$ cat src/rtl/sa2_conv_host.sv
// Host-side driver for the 2x2 systolic convolution array. It loads 25 operand
// bytes, runs the array under a watchdog, then streams the four result bytes out.
module sa2_conv_host #(
    parameter int TIMEOUT_CYCLES = 64
) (
    input  logic         clk,
    input  logic         rst,
    input  logic         s_valid,
    input  logic [7:0]   s_data,
    output logic         s_ready,
    output logic         sa_active,
    output logic [127:0] sa_a,
    output logic [71:0]  sa_b,
    input  logic         sa_done,
    input  logic [31:0]  sa_c,
    output logic         m_valid,
    output logic [7:0]   m_data,
    output logic         m_last,
    input  logic         m_ready,
    output logic         busy,
    output logic         timeout_err
);

    localparam int WD_W = $clog2(TIMEOUT_CYCLES);
    localparam logic [WD_W-1:0] WD_LAST = WD_W'(TIMEOUT_CYCLES - 1);

    typedef enum logic [1:0] {IDLE, LOAD, RUN, DRAIN} state_t;

    state_t          state_q, state_d;
    logic [4:0]      ld_cnt_q, ld_cnt_d;
    logic [1:0]      rd_idx_q, rd_idx_d;
    logic [WD_W-1:0] wd_q, wd_d;
    logic [31:0]     res_q, res_d;
    logic [127:0]    sa_a_q, sa_a_d;
    logic [71:0]     sa_b_q, sa_b_d;
    logic            to_q, to_d;

    always_ff @(posedge clk or posedge rst) begin
        if (rst) begin
            state_q  <= IDLE;
            ld_cnt_q <= '0;
            rd_idx_q <= '0;
            wd_q     <= '0;
            res_q    <= '0;
            sa_a_q   <= '0;
            sa_b_q   <= '0;
            to_q     <= 1'b0;
        end else begin
            state_q  <= state_d;
            ld_cnt_q <= ld_cnt_d;
            rd_idx_q <= rd_idx_d;
            wd_q     <= wd_d;
            res_q    <= res_d;
            sa_a_q   <= sa_a_d;
            sa_b_q   <= sa_b_d;
            to_q     <= to_d;
        end
    end

    always_comb begin
        state_d  = state_q;
        ld_cnt_d = ld_cnt_q;
        rd_idx_d = rd_idx_q;
        wd_d     = wd_q;
        res_d    = res_q;
        sa_a_d   = sa_a_q;
        sa_b_d   = sa_b_q;
        to_d     = to_q;
        unique case (state_q)
            IDLE: state_d = LOAD;
            LOAD: begin
                if (s_valid) begin
                    // Slots 16..24 share the low four counter bits with filter index 0..8
                    if (ld_cnt_q[4])
                        sa_b_d[{ld_cnt_q[3:0], 3'b000} +: 8] = s_data;
                    else
                        sa_a_d[{ld_cnt_q[3:0], 3'b000} +: 8] = s_data;
                    if (ld_cnt_q == 5'd24) begin
                        ld_cnt_d = '0;
                        wd_d     = '0;
                        state_d  = RUN;
                    end else begin
                        ld_cnt_d = ld_cnt_q + 5'd1;
                    end
                end
            end
            RUN: begin
                wd_d = wd_q + WD_W'(1);
                // Done takes priority over a simultaneous watchdog expiry
                if (sa_done) begin
                    res_d   = sa_c;
                    state_d = DRAIN;
                end else if (wd_q == WD_LAST) begin
                    res_d   = '0;
                    to_d    = 1'b1;
                    state_d = DRAIN;
                end
            end
            DRAIN: begin
                if (m_ready) begin
                    if (rd_idx_q == 2'd3) begin
                        rd_idx_d = '0;
                        state_d  = LOAD;
                    end else begin
                        rd_idx_d = rd_idx_q + 2'd1;
                    end
                end
            end
            default: state_d = IDLE;
        endcase
    end

    assign s_ready     = (state_q == LOAD);
    assign sa_active   = (state_q == RUN);
    assign m_valid     = (state_q == DRAIN);
    assign busy        = (state_q == RUN) || (state_q == DRAIN);
    assign m_data      = res_q[{rd_idx_q, 3'b000} +: 8];
    assign m_last      = (state_q == DRAIN) && (rd_idx_q == 2'd3);
    assign sa_a        = sa_a_q;
    assign sa_b        = sa_b_q;
    assign timeout_err = to_q;

endmodule

$ cat config.mk
export PLATFORM = sky130hd
export DESIGN_NAME = sa2_conv_host
export DESIGN_NICKNAME = d
export VERILOG_FILES = /design/src/rtl/sa2_conv_host.sv
export SDC_FILE = /design/constraint.sdc
export NUM_CORES = 1
export LEC_CHECK = 0
export CAP_MARGIN = 20
export CORE_MARGIN = 3
export CORE_UTILIZATION = 53
export CTS_CLUSTER_DIAMETER = 150
export DETAILED_ROUTE_END_ITERATION = 12
export PLACE_DENSITY = 0.87
export SLEW_MARGIN = 20
export SYNTH_ARGS = -nofsm -noshare
export SYNTH_HDL_FRONTEND = slang
export SYNTH_SLANG_ARGS = --single-unit
$ cat constraint.sdc
create_clock -name clk -period 18.9 [get_ports clk]
set_input_delay 4.725 -clock clk [delete_from_list [all_inputs] [get_ports clk]]
set_output_delay 4.725 -clock clk [all_outputs]
set_load 0.01 [all_outputs]
==> flow_metrics.tcl, run 1 <==
set metrics [dict create \
    status "completed" \
    cp-start-kind "flip-flop" \
    cp.required_ps 14180 \
    num-nets-final 1008 \
    insertion_delay_ps 520 \
    core_um2 18800 \
    numClockSinks 248 \
    cap_violations 0 \
    dr.pass1.iters 4 \
    dieHeight_um 144 \
    synth.distinct_cells 49 \
    grt_pass1_wl_um 41100 \
    cp_max_fo 11 \
    end_kind "output port" \
    avgViaCountPerCell 5.65 \
    max_slew_margin_pct 29.9 \
    initial_core_util_pct 54.2 \
    cts.clk_slew.worst_paths_ps 60 \
    reg2reg_slack_ps 15640 \
    postLayoutCoreUtil_pct 73.7 \
    port_buffers 258 \
    cts_made_buffers 26 \
    slew_violations 0 \
    dieArea_um2 20900 \
    netlist_instances 694 \
    gp_congestion 0.781 \
    clock_skew_ps 12.1 \
    hold_buffers 0 \
    clk_root_buffer_cell "clkbuf_16" \
    wl_um 26400 \
    io_pins 259 \
    stdcell_count 1207 \
    synth_warnings 0 \
    dpl.hpwl_um 18000 \
    remaining_drc_errors 0 \
    tritoncts "yes" \
    finalCritPeriodShare_pct 37.4 \
    ant_nets 0 \
    timing.setup.tns_ps 0 \
    setup_viol 0 \
    drtIter0Drc 327 \
    fin_area_um2 13800 \
    grt_max_degree 100 \
    p_leak_nw 6.50 \
    power_density_nw_per_um2 153 \
    cts_buffer_depth 3 \
    cts_resized 0 \
    rsz0062_at_grt "no" \
    layout_setup_ws_ps 11830 \
    synth_fp_nets 748 \
    rows 50 \
    area_growth_pct 36.0 \
    cp_slowest_cell "dfrtp_1" \
    track_usage_pct 25.3 \
    worstPathCellList "mux4_2, clkdlybuf4s50_1" \
    overflow 0 \
    cpPeakStageDelay_ps 720 \
    antenna_found_initial 0 \
    cts_setup_buffers 0 \
    wire_per_inst_um 21.9 \
    tightest_slew_ps 1050 \
    hold_path.class "reg2reg" \
    place_area_um2 13000 \
    ys_ff_latch 248 \
    avgSynthCellArea_um2 14.6 \
    min_period_ps 7070 \
    fmaxAchievable_mhz 141 \
    cp.arrival_ps 2340 \
    via_count 6821 \
    cts_htree_levels 1 \
    grt_pass1_vias 7216 \
    die_w_um 144 \
    ys_seq_area_share_pct 61.0 \
    dp_cells 1158 \
    hold_viol_final 0 \
    dp_slack_ps 12010 \
    syn_area_um2 10200 \
    layout-drive-gt1-share_pct 29.0 \
    path_class "reg2out" \
    diodes 0 \
    ir_worst_vdd_uv 125 \
]
==> layout by cell type (no fill, tap or decap), types with 4 or more instances in the layout <==
cell type,instances
buf_4,4
mux2i_1,4
nand2_1,28
nor2_2,5
clkbuf_1,8
ha_1,9
clkdlybuf4s50_1,258
clkinv_2,4
nor2b_1,10
and3_1,12
inv_1,6
mux2_2,200
o21ai_0,10
mux4_2,8
nor2_1,14
dfrtp_1,248
a22o_1,35
nor3_1,5
and2_1,13
nand2_2,6
nand3_2,5
clkbuf_8,4
clkbuf_16,27
nand3_1,7
==> final timing paths <==
check,from,to,cells past startpoint
worst max-delay path,rd_idx_q[0],m_data[1],2
worst min-delay path,timeout_err,timeout_err,1
worst max register to register,ld_cnt_q[0],sa_a[36],7
worst min register to register,timeout_err,timeout_err,1
max in group asynchronous,rst,sa_b[28],3
min in group asynchronous,rst,sa_b[36],2
==> state kept, by name, summed over array words and instances (netlist names) <==
signal / cells
sa_a: 128
sa_b: 72
res_q: 32
wd_q: 6
ld_cnt_q: 5
rd_idx_q: 2
state_q: 2
timeout_err: 1
==> synthesized netlist by cell type (all sizes together) <==
cell type	number	area (um2)
nand4	1	6.26
o21ai	11	55.1
and2	13	81.3
a21oi	3	15.0
a32o	1	10.0
o21a	1	7.51
o22ai	1	12.5
nand2b	2	12.5
a22o	35	307
and3	12	75.1
clkbuf	25	93.8
mux2	201	2260
a21o	2	15.0
or3b	1	8.76
mux4	8	180
a21boi	1	7.51
a2bb2oi	1	8.76
nor4	1	12.5
or2	2	12.5
mux2i	4	40.0
o31ai	2	15.0
and4b	1	10.0
a31o	2	17.5
buf	7	40.0
nand2	34	143
xnor2	1	8.76
and3b	1	8.76
o32a	1	10.0
nor2b	10	62.6
dfrtp	248	6210
nor3b	2	20.0
ha	9	113
a31oi	1	6.26
nand3	12	85.1
nor2	19	81.3
inv	7	26.3
nor3	7	51.3
nand4b	1	8.76
or3	2	12.5
xor2	1	16.3
==> cell type report <==
class	count	area [um2]
Inverter	7	33.8
Multi-Input combinational cell	407	3810
Sequential cell	248	6210
Fill cell	1225	4940
Clock inverter	8	76.3
Timing Repair Buffer	264	2650
Clock buffer	39	761
Tap cell	234	293
==> routing by layer <==
layer | wire length (um) | global-route usage (%)
met5 | 0 | 0
met4 | 752 | 7.61
met3 | 2090 | 8.20
met2 | 12700 | 40.1
met1 | 10900 | 33.8
==> critical path, delay by kind of cell, from the launching register on <==
| family | cells | cell delay, ps |
|---|---|---|
| DFF | 1 | 720 |
| muxes | 1 | 570 |
| buffers and inverters | 1 | 530 |
==> through the flow <==
step                power [mW]  hold WS, ps
detailed placement        1.62          466
floorplan                 1.20          461
global placement          1.60          474
finish                    2.12          479
CTS                       2.13          478
global route              2.24          506
==> cells by family after synthesis <==
kind of cell             Yosys count  synth area share [%]
buffers and inverters             39                  1.58
adder cells (fa/ha/maj)            9                  1.11
XOR/XNOR                           2                 0.246
flip-flops                       248                  61.0
multiplexers                     213                  24.4
AO/OA/AOI/OAI                     62                  4.79
AND/OR/NAND/NOR                  121                  6.81
==> power by group <==
group          switching [mW]  internal [mW]  leakage, nW  total [mW]
Clock                   0.207          0.292        0.407       0.499
Sequential              0.123          0.701         3.34       0.825
Combinational           0.342          0.454         2.75       0.796
No activity file was read; power rests on OpenSTA's default activity.
==> run 2: changes to the inputs <==
CORE_UTILIZATION = 49   (was 53)
PLACE_DENSITY = 0.81   (was 0.87)
clock period = 6.8 ns   (was 18.9 ns; I/O delays follow)
==> run 2 against run 1 <==
Hold slack got worse by 13 ps. Critical path type unchanged. Power increased to 2.8 times the previous value. Largest power group unchanged. Critical path depth unchanged. Critical endpoint is now m_data[2]. Via count down 1.0%. Clock power grew to 2.8 times the previous value. Clock-buffer cell count unchanged. First-iteration DRC count is 20% lower. Setup slack got worse by 9100 ps. Sequential share of layout area down 0.053 points. Utilization decreased by 5.5 points.
==> flow_metrics.tcl, run 2 (same netlist as run 1, synthesis figures left out) <==
set metrics [dict create \
    timing.setup.tns_ps 0 \
    cp-start-kind "flip-flop" \
    grt_use_met3_pct 7.90 \
    dpl.hpwl_um 18300 \
    pwr-share-comb_pct 37.5 \
    rows 52 \
    io_pins 259 \
    insertion_delay_ps 520 \
    initial_core_util_pct 50.1 \
    grt_pass1_vias 7028 \
    via_count 6753 \
    cts_setup_buffers 0 \
    p_total_mw 5.86 \
    crit_family "flip-flops" \
    slew_violations 0 \
    dieArea_um2 22500 \
    final_cell_mix "clkdlybuf4s50_1, dfrtp_1, mux2_2" \
    layout-drive-gt1-share_pct 28.6 \
    power_density_nw_per_um2 424 \
    wire_per_inst_um 21.2 \
    hold_viol_final 0 \
    cts_buffer_depth 3 \
    cap_violations 0 \
    ant_nets 0 \
    ir_worst_vdd_uv 248 \
    cpPeakStageDelay_ps 720 \
    status "completed" \
    cts.clk_slew.worst_paths_ps 60 \
    tritoncts "yes" \
    swShare_pct 31.1 \
    largest_reg_flops 128 \
    path_class "reg2out" \
    remaining_drc_errors 0 \
    hold_buffers 0 \
    grt_pass1_wl_um 40700 \
    area_growth_pct 36.2 \
    path_buf_inv 1 \
    num-nets-final 1007 \
    cp_max_fo 11 \
    cts_made_buffers 26 \
    cp.arrival_ps 2320 \
    use_met2_pct 37.1 \
    finalCritPeriodShare_pct 59.1 \
    diodes 0 \
    fmaxAchievable_mhz 249 \
    tightest_slew_ps 1100 \
    dieHeight_um 150 \
    setup_viol 0 \
    overflow 0 \
    core_um2 20300 \
    hold_path.class "reg2reg" \
    gp_congestion 0.794 \
    dp_slack_ps 2920 \
    track_usage_pct 23.2 \
    p_leak_nw 6.48 \
    cp_slowest_cell "dfrtp_1" \
    drtIter0Drc 263 \
    grt_max_degree 125 \
    worstPathCellList "mux4_2, clkdlybuf4s50_1" \
    dr.pass1.iters 5 \
    cp.required_ps 5100 \
    p_clk_share_pct 23.6 \
    antenna_found_initial 0 \
    port_buffers 258 \
    min_period_ps 4020 \
    cts_htree_levels 1 \
    layout_commonest_cell "clkdlybuf4s50_1" \
    layout_setup_ws_ps 2780 \
    clk_root_buffer_cell "clkbuf_16" \
    end_kind "output port" \
    rsz0062_at_grt "no" \
    numClockSinks 248 \
    clock_skew_ps 9.52 \
    cts_resized 0 \
    top_usage_layer "met2" \
    final.fill_count 1464 \
    wl_um 26300 \
    p_int_mw 4.04 \
    avgViaCountPerCell 5.46 \
    max_slew_margin_pct 26.6 \
    p_switching_mw 1.83 \
    die_w_um 150 \
    p_seq_share_pct 38.9 \
    use_met1_pct 30.7 \
]
==> run 2: cell count changes in the layout (fill, tap and decap cells not counted), sizes merged <==
cell    before  now
buf          6    5
bufinv       1    2
clkinv       4    0
inv          8    6
==> run 2: cell type report <==
type,instances,area (um2),share of cell area (%)
Multi-Input combinational cell,407,3810,27.5
Timing Repair Buffer,263,2630,19.0
Tap cell,270,338,2.44
Clock buffer,39,761,5.50
Clock inverter,3,67.6,0.488
Inverter,7,30.0,0.217
Sequential cell,248,6210,44.8
==> run 2: metrics by stage <==
step | util, % | std cells | area (um2) | hold WS (ps)
finish | 68.2 | 1237 | 13800 | 466
global placement | 64.1 | 1195 | 13000 | 461
global route | 68.2 | 1237 | 13800 | 510
detailed placement | 64.1 | 1195 | 13000 | 461
CTS | 68.2 | 1237 | 13800 | 474
floorplan | - | 694 | 10200 | 461
==> run 2: routing by layer <==
layer / wire length (um) / vias to the layer above
met5: 0 / -
met4: 611 / 0
met3: 2160 / 40
met2: 12400 / 214
met1: 11100 / 3481
li1: - / 3018
==> run 2: final timing paths <==
path                              from     endpoint  slack, ps  cells after the start
min in group asynchronous          rst     sa_a[13]       1720                      2
min reg2reg                timeout_err  timeout_err        470                      1
max                        rd_idx_q[0]    m_data[2]       2780                      2
max in group asynchronous          rst     sa_a[56]       3740                      3
min                        timeout_err  timeout_err        470                      1
max reg2reg                ld_cnt_q[0]    sa_a[126]       3310                      6
==> run 2: power groups by stage <==
stage               combinational (mW)  clock (mW)  sequential, mW
floorplan                        0.989           0            2.36
detailed placement                2.21           0            2.30
finish                            2.20        1.38            2.28
global placement                  2.16           0            2.28
global route                      2.36        1.48            2.35
CTS                               2.22        1.42            2.28
==> run 3: changes to the inputs <==
CORE_UTILIZATION = 44   (was 49)
PLACE_DENSITY = 0.77   (was 0.81)
clock period = 3.6 ns   (was 6.8 ns; I/O delays follow)
==> run 3 against run 2 <==
Clock-buffer cell count grew 1. Die area increased by 11%. First-iteration DRC count rose by 11%. Clock skew rose by 7.8 ps. Clock power is 91% higher. Combinational power is 94% higher. Hold slack better by 11 ps. Final area grew 1.5%. Register-to-register slack lost 2600 ps. Critical path depth is the same. Cell count is 2.4% higher. Sequential cell count unchanged. Critical endpoint is now m_data[3].
==> flow_metrics.tcl, run 3 (same netlist as run 1, synthesis figures left out) <==
set metrics [dict create \
    status "completed" \
    remaining_drc_errors 0 \
    cp.required_ps 2700 \
    cts_resized 0 \
    avgViaCountPerCell 5.37 \
    io_pins 259 \
    overflow 0 \
    crit_family "flip-flops" \
    layout-drive-gt1-share_pct 30.2 \
    rsz0062_at_grt "no" \
    hold_path.class "reg2reg" \
    place_area_um2 13200 \
    hold_viol_final 0 \
    slew_violations 0 \
    cp.arrival_ps 2350 \
    grt_pass1_vias 7223 \
    fmaxAchievable_mhz 308 \
    cts_htree_levels 1 \
    dpl.hpwl_um 19200 \
    setup_viol 0 \
    wl_um 27000 \
    cts_setup_buffers 0 \
    rows 54 \
    fin_area_um2 14100 \
    layout_commonest_cell "clkdlybuf4s50_1" \
    cpPeakStageDelay_ps 740 \
    p_clk_share_pct 23.5 \
    wire_per_inst_um 21.3 \
    clk_root_buffer_cell "clkbuf_16" \
    cap_violations 0 \
    p_total_mw 11.2 \
    cts.clk_slew.worst_paths_ps 60 \
    pwr-share-comb_pct 38.1 \
    die_w_um 158 \
    diodes 0 \
    largest_reg_flops 128 \
    drtIter0Drc 293 \
    cp_slowest_cell "dfrtp_1" \
    dieHeight_um 158 \
    dp_slack_ps 403 \
    dieArea_um2 25000 \
    tritoncts "yes" \
    initial_core_util_pct 45.7 \
    p_leak_nw 6.59 \
    final_cell_mix "clkdlybuf4s50_1, dfrtp_1, mux2_2" \
    port_buffers 258 \
    numClockSinks 248 \
    postLayoutCoreUtil_pct 63.2 \
    layout_setup_ws_ps 351 \
    swShare_pct 31.4 \
    finalCritPeriodShare_pct 90.3 \
    area_growth_pct 38.2 \
    path_class "reg2out" \
    p_switching_mw 3.51 \
    via_count 6806 \
    grt_max_degree 45 \
    grt_pass1_wl_um 42300 \
    core_um2 22200 \
    p_seq_share_pct 38.4 \
    num-nets-final 1023 \
    power_density_nw_per_um2 795 \
    cts_made_buffers 26 \
    end_kind "output port" \
    cp_max_fo 11 \
    final.fill_count 1671 \
    cp-start-kind "flip-flop" \
    gp_congestion 0.832 \
    timing.setup.tns_ps 0 \
    insertion_delay_ps 520 \
    worstPathCellList "mux4_2, clkdlybuf4s50_1" \
    dr.pass1.iters 4 \
    min_period_ps 3250 \
    clock_skew_ps 17.4 \
    antenna_found_initial 0 \
    track_usage_pct 21.6 \
    cts_buffer_depth 3 \
    tightest_slew_ps 832 \
    max_slew_margin_pct 44.4 \
    hold_buffers 0 \
    ir_worst_vdd_uv 514 \
    p_int_mw 7.66 \
    ant_nets 0 \
    path_buf_inv 1 \
]
-- run 3: metal layers --
metal  vias to the layer above  GRT usage, %  share of wire (%)
met5                         -             0                  0
met1                      3487          28.0                 41
met4                         0          6.80                2.8
met3                        47          7.74                8.5
met2                       217          34.3                 48
li1                       3055             -                  -
-- run 3: layout make-up --
type                    instances  area [um2]  area share (%)
well taps                     280         350            2.49
flip-flops and latches        248        6210            44.2
multi-input cells             407        3810            27.1
clock inverters                 6        57.6           0.410
inverters                       7        30.0           0.214
clock buffers                  40         785            5.58
repair buffers                279        2820            20.0
-- run 3: per-stage QoR --
stage                     hold WS [ps]  std cells
after floorplan                    461        694
after global placement             459       1221
after detailed placement           471       1221
after CTS                          484       1267
after global routing               510       1267
final                              476       1267
-- run 3: final timing paths --
path / from / endpoint / slack (ps) / depth (start not counted)
setup / recovery: rd_idx_q[0] / m_data[3] / 350 / 2
hold / removal: timeout_err / timeout_err / 480 / 1
max in group asynchronous: rst / sa_a[11] / 2010 / 3
min in group asynchronous: rst / sa_a[23] / 880 / 2
hold reg to reg: timeout_err / timeout_err / 480 / 1
setup reg to reg: ld_cnt_q[1] / sa_a[33] / 690 / 7
-- run 3: power groups by stage --
stage	sequential, mW	clock [mW]	combinational (mW)
after floorplan	4.46	0	1.87
after global placement	4.28	0	4.21
after detailed placement	4.32	0	4.28
after CTS	4.29	2.69	4.30
after global routing	4.41	2.80	4.59
final	4.29	2.63	4.26
-- run 3: worst reg2reg max path, stage by stage, from the launching register on --
cell and delay (ps):
dfrtp_1 570, inv_1 170, ha_1 350, nor2_1 270
nand3_1 160, o22ai_2 410, and3_1 490, mux2_2 390
